==> src/rtl/mem_arbiter_pkg.sv <==
// Shared types and constants for the IFU/LSU memory-port arbiter.
package mem_arb_pkg;

    typedef enum logic [1:0] {
        IDLE   = 2'd0,
        WAIT   = 2'd1,
        ACCESS = 2'd2,
        RESP   = 2'd3
    } state_t;

    localparam logic OWN_IFU = 1'b0;
    localparam logic OWN_LSU = 1'b1;

    localparam logic [2:0] MT_B  = 3'b000;
    localparam logic [2:0] MT_H  = 3'b001;
    localparam logic [2:0] MT_W  = 3'b010;
    localparam logic [2:0] MT_D  = 3'b011;
    localparam logic [2:0] MT_BU = 3'b100;
    localparam logic [2:0] MT_HU = 3'b101;
    localparam logic [2:0] MT_WU = 3'b110;

endpackage

==> src/rtl/mem_arbiter_rr_arb2.sv <==
// Two-way round-robin grant; on a tie the requester not served last wins.
module rr_arb2
    import mem_arb_pkg::*;
(
    input  logic       i_valid_ifu,
    input  logic       i_valid_lsu,
    input  logic       i_last_grant,
    output logic [1:0] o_grant
);

    // o_grant[0] = IFU, o_grant[1] = LSU
    always_comb begin
        o_grant = 2'b00;
        if (i_valid_ifu && i_valid_lsu) begin
            o_grant = (i_last_grant == OWN_IFU) ? 2'b10 : 2'b01;
        end else if (i_valid_ifu) begin
            o_grant = 2'b01;
        end else if (i_valid_lsu) begin
            o_grant = 2'b10;
        end
    end

endmodule

==> src/rtl/mem_arbiter.sv <==
// Shares the single combinational memory port between IFU and LSU, one
// transaction at a time, with a programmable wait before the access cycle.
module mem_arbiter
    import mem_arb_pkg::*;
#(
    parameter int unsigned LATENCY = 1
) (
    input  logic        clk,
    input  logic        rst,
    input  logic        ifu_req_valid,
    output logic        ifu_req_ready,
    input  logic [63:0] ifu_addr,
    output logic        ifu_resp_valid,
    input  logic        ifu_resp_ready,
    output logic [31:0] ifu_rdata,
    input  logic        lsu_req_valid,
    output logic        lsu_req_ready,
    input  logic        lsu_wen,
    input  logic [63:0] lsu_addr,
    input  logic [2:0]  lsu_mem_type,
    input  logic [63:0] lsu_wdata,
    output logic        lsu_resp_valid,
    input  logic        lsu_resp_ready,
    output logic [63:0] lsu_rdata,
    output logic        mem_ren,
    output logic        mem_wen,
    output logic [63:0] mem_addr,
    output logic [2:0]  mem_mem_type,
    output logic [63:0] mem_wdata,
    input  logic [63:0] mem_rdata
);

    localparam logic [7:0] LAT8 = 8'(LATENCY);

    state_t      r_state;
    state_t      w_next_state;
    logic [7:0]  r_cnt;
    logic        r_owner;
    logic        r_last_grant;
    logic        r_wen;
    logic [63:0] r_addr;
    logic [2:0]  r_mem_type;
    logic [63:0] r_wdata;
    logic [31:0] r_ifu_rdata;
    logic [63:0] r_lsu_rdata;
    logic [1:0]  w_grant;
    logic        w_hs_ifu;
    logic        w_hs_lsu;
    logic        w_hs;
    logic        w_resp_hs;

    rr_arb2 u_rr_arb2 (
        .i_valid_ifu  (ifu_req_valid),
        .i_valid_lsu  (lsu_req_valid),
        .i_last_grant (r_last_grant),
        .o_grant      (w_grant)
    );

    assign w_hs_ifu  = ifu_req_valid & ifu_req_ready;
    assign w_hs_lsu  = lsu_req_valid & lsu_req_ready;
    assign w_hs      = w_hs_ifu | w_hs_lsu;
    assign w_resp_hs = (r_owner == OWN_IFU) ? ifu_resp_ready : lsu_resp_ready;

    always_ff @(posedge clk) begin
        if (rst) begin
            r_state <= IDLE;
        end else begin
            r_state <= w_next_state;
        end
    end

    always_comb begin
        w_next_state = r_state;
        case (r_state)
            IDLE:    if (w_hs) w_next_state = (LATENCY == 0) ? ACCESS : WAIT;
            WAIT:    if (r_cnt <= 8'd1) w_next_state = ACCESS;
            ACCESS:  w_next_state = RESP;
            RESP:    if (w_resp_hs) w_next_state = IDLE;
            default: w_next_state = IDLE;
        endcase
    end

    // Ready and enables are gated by rst so nothing is accepted or fired during reset.
    always_comb begin
        ifu_req_ready  = (r_state == IDLE) & w_grant[0] & ~rst;
        lsu_req_ready  = (r_state == IDLE) & w_grant[1] & ~rst;
        mem_ren        = (r_state == ACCESS) & ~r_wen & ~rst;
        mem_wen        = (r_state == ACCESS) &  r_wen & ~rst;
        ifu_resp_valid = (r_state == RESP) & (r_owner == OWN_IFU);
        lsu_resp_valid = (r_state == RESP) & (r_owner == OWN_LSU);
    end

    always_ff @(posedge clk) begin
        if (rst) begin
            r_cnt <= 8'd0;
        end else if (w_hs) begin
            r_cnt <= LAT8;
        end else if (r_state == WAIT) begin
            r_cnt <= r_cnt - 8'd1;
        end
    end

    always_ff @(posedge clk) begin
        if (rst) begin
            r_owner      <= OWN_IFU;
            r_last_grant <= OWN_IFU;
            r_wen        <= 1'b0;
            r_addr       <= 64'd0;
            r_mem_type   <= 3'd0;
            r_wdata      <= 64'd0;
            r_ifu_rdata  <= 32'd0;
            r_lsu_rdata  <= 64'd0;
        end else begin
            if (w_hs) begin
                r_owner      <= w_hs_lsu ? OWN_LSU : OWN_IFU;
                r_last_grant <= w_hs_lsu ? OWN_LSU : OWN_IFU;
                r_wen        <= w_hs_lsu & lsu_wen;
                r_addr       <= w_hs_lsu ? lsu_addr : ifu_addr;
                r_mem_type   <= w_hs_lsu ? lsu_mem_type : MT_WU;
                r_wdata      <= w_hs_lsu ? lsu_wdata : 64'd0;
            end
            // Memory data is already extended by the memory model per mem_type.
            if (r_state == ACCESS) begin
                if (r_owner == OWN_IFU) begin
                    r_ifu_rdata <= mem_rdata[31:0];
                end else begin
                    r_lsu_rdata <= r_wen ? 64'd0 : mem_rdata;
                end
            end
        end
    end

    assign mem_addr     = r_addr;
    assign mem_mem_type = r_mem_type;
    assign mem_wdata    = r_wdata;
    assign ifu_rdata    = r_ifu_rdata;
    assign lsu_rdata    = r_lsu_rdata;

endmodule

==> config.mk <==
export PLATFORM = sky130hd
export DESIGN_NAME = mem_arbiter
export DESIGN_NICKNAME = d
export VERILOG_FILES = /design/src/rtl/mem_arbiter_pkg.sv /design/src/rtl/mem_arbiter_rr_arb2.sv /design/src/rtl/mem_arbiter.sv
export SDC_FILE = /design/constraint.sdc
export NUM_CORES = 1
export LEC_CHECK = 0
export ABC_AREA = 1
export BUFFER_PORTS_ARGS = -buffer_cell sky130_fd_sc_hd__buf_4
export CORE_AREA = 2 2 195 197
export CTS_CLUSTER_SIZE = 20
export DETAILED_ROUTE_END_ITERATION = 10
export DIE_AREA = 0 0 197 199
export SYNTH_ARGS = -nofsm -noshare
export SYNTH_HDL_FRONTEND = slang
export SYNTH_HIERARCHICAL = 1
export SYNTH_SLANG_ARGS = --single-unit
==> constraint.sdc <==
create_clock -name clk -period 2.4 [get_ports clk]
set_input_delay 0.36 -clock clk [delete_from_list [all_inputs] [get_ports clk]]
set_output_delay 0.36 -clock clk [all_outputs]
set_load 0.02 [all_outputs]
==> results.md <==
- Register bit total from synthesis: 239
- Mapped Area: 9170 sq um
- WL final: 34500 um
- Final GP Congestion: 0.791
- Starting Density: 24.7%
- Clock transition at the registers of the reported paths: 0.06 ns
- CP max stage cell: dfxtp_1
- Synth Warn #: 6
- Ys flop type: dfxtp_1
- Boundary pin count: 499
- # clock sinks: 239
- Core area: 37100 sq um
- Seq/Total Area, Yosys: 52.2%
- DRT iter0 DRCs: 389
- Max layer used: met5
- Critical-path cell list: inv_1 > ha_1 > inv_1 > nor3_1 > buf_4
- Req. time, crit path: 2.04 ns
- Commonest cells post-synth: nand2_1, dfxtp_1, nand3_1, o21ai_0, nor2_1
- PwrDens: 896 nW/um^2
- Area grow syn2layout: 56.7%
- Clk_skew: 0.0215 ns
- Crit path top cell by count: inv_1
- First-pass GRT wire length: 51800 um
- Metal3 WL: 2930 um
- GRT Util Overall: 16.6%
- Rel. slew slack: 57.5%
- Syn Area/Cell: 7.50 sq um
- Largest net degree at the start of global routing: 115
- Sw Pwr: 4.32 mW
- Residual DRC: 0
- Skew-Pair Late Insertion Delay: 0.56 ns
- Cells after Synth: 1222
- FFs w/ async S/R, synth: 0%
- CTS max path bufs: 3
- Worst hold path class: input port to flop
- Critical path class: flop to output pin
- Metal2 WL: 16500 um
- Root buffer cell: clkbuf_16
- Cell Rows: 71
- Sequential power share: 38.5%
- Yosys top cell area share: 52.2%
- Syn Nets: 1495
- CP endpoint kind: output pin
- Vias/cell: 4.51
- Synth area leaders: dfxtp_1, nand2_1, nand3_1, o21ai_0, nor2_1
- H-Tree Depth: 1
- Via count: 9832
- Post-synth EDFFs: 0
- Nets: 1961
- CTS tree: built
- GR Overflow Total: 0
- Die Ht: 199 um
- Diode count: 0
- Synth unique cells: 25
- Minimum clock period after layout: 2.28 ns
- Slew Viols, Final: 0
- Drt pass-1 iters: 5
- Highest clock rate: 0.439 GHz
- Pleak: 7.09 nW
- Max Cap Viol: 0
- Startpoint Class: flop
- Port Buffers: 498
- Setup-failing EPs final: 0
- Sw Ratio: 33.6%
- Slowest cell delay on critical path: 0.34 ns
- Vias in the first global route: 9450
- CTS Buf Count: 28
- Status: complete, no violations
- DIE WIDTH: 197 um
- Routed WL per cell: 15.8 um
- Count leader, synth: nand2_1
- Tightest Pin Transition: 0.638 ns
- Fin crit share: 95.0%
- Met1 Wirelength: 14000 um
- Final hold slack: 0.0264 ns
- Antenna Violating Nets Remaining: 0
- Dpl hpwl: 24500 um
- Worst Path Max Fanout: 4
- Final Hold Viols: 0
- Clock power frac: 31.9%
- Combinational Power Share: 29.6%
- Util after Layout: 38.7%
- WP data arrival: 1.92 ns
- Share of layout cells above drive strength 1: 33.8%
- Int Pwr: 8.55 mW
- Die area: 39200 sq um
- Layout fillers: 3831
- Worst IR Drop VDD: 0.677 mV
- Area leader, netlist: dfxtp_1
- Initial antenna violation count: 1
==> flip-flops by register name, indices dropped and copies added (netlist names) <==
register,flops
r_cnt,8
r_last_grant,1
lsu_rdata,64
mem_wdata,64
mem_addr,64
ifu_rdata,32
r_wen,1
mem_mem_type,3
r_state,2
==> what timing repair did <==
item,4_1_cts,5_1_grt
gates resized for setup,1,1
pin swaps,1,0
setup buffers,1,0
hold endpoints to repair,5,0
gates cloned,1,0
hold buffers,5,0
setup endpoints to repair,1,1
==> cells in the final DEF, fill, tap and decap left out, types with 6 or more instances in the layout <==
cell / count
buf_4: 513
nand2_1: 321
dfxtp_1: 239
nand3_1: 152
o21ai_0: 139
nor2_1: 91
a21oi_1: 67
inv_1: 65
clkbuf_16: 28
a31oi_1: 18
buf_12: 8
clkinv_2: 7
o21ai_1: 6
ha_1: 6
==> power by group through the flow <==
stage | clock [mW] | combinational (mW) | sequential, mW
after floorplan | 0 | 1.34 | 5.65
after global routing | 4.39 | 4.17 | 5.03
after global placement | 0 | 3.71 | 5.00
final | 4.10 | 3.81 | 4.96
after detailed placement | 0 | 3.76 | 5.02
after CTS | 4.21 | 3.84 | 4.96
==> routing by layer <==
metal | up-vias | global-route usage, %
li1 | 4907 | -
met1 | 4446 | 20.0
met2 | 416 | 28.6
met3 | 61 | 4.09
met4 | 2 | 5.96
met5 | - | 0
==> worst paths after layout <==
kind | from | slack, ns | endpoint | cells past startpoint
worst max-delay path | r_state[0] | 0.12 | mem_wen | 5
worst min-delay path | lsu_wdata[43] | 0.03 | mem_wdata[43] | 3
worst max register to register | r_state[0] | 0.59 | r_state[0] | 9
worst min register to register | mem_mem_type[0] | 0.45 | mem_mem_type[0] | 2
==> per-stage QoR <==
stage | power [mW] | instance area, sq um | setup TNS (ns) | std cells | worst slack, ns
global route | 13.6 | 14400 | -0.00367 | 2180 | -0.00367
detailed placement | 8.78 | 13400 | 0 | 2125 | 0.454
CTS | 13.0 | 14400 | 0 | 2180 | 0.0379
floorplan | 6.99 | 9170 | 0 | 1222 | 0.766
global placement | 8.71 | 13400 | 0 | 2125 | 0.494
finish | 12.9 | 14400 | 0 | 2180 | 0.121
==> cell type report <==
class	count	area (sq um)	area share (%)
inverter	69	259	1.80
multi-input combinational	823	3760	26.2
tap	474	593	4.13
clock buffer	38	788	5.49
sequential	239	4780	33.3
timing repair buffer	527	4090	28.5
clock inverter	10	90.1	0.627
==> cells by family after synthesis <==
family / after synthesis / synth area share [%]
AOI/OAI and AO/OA: 232 / 13.0
xor gates and xnor gates: 4 / 0.382
adders and majority gates: 7 / 0.955
buffers and inverters: 160 / 7.21
DFF: 239 / 52.2
and+or+nand+nor: 580 / 26.3
==> critical path, delay by kind of cell, from the launching register on <==
kind / cells / cell delay (ns)
buffers and inverters: 3 / 0.48
and+or+nand+nor: 1 / 0.31
adders and majority gates: 1 / 0.25
DFF: 1 / 0.34
(Power assumes the default switching activity.)
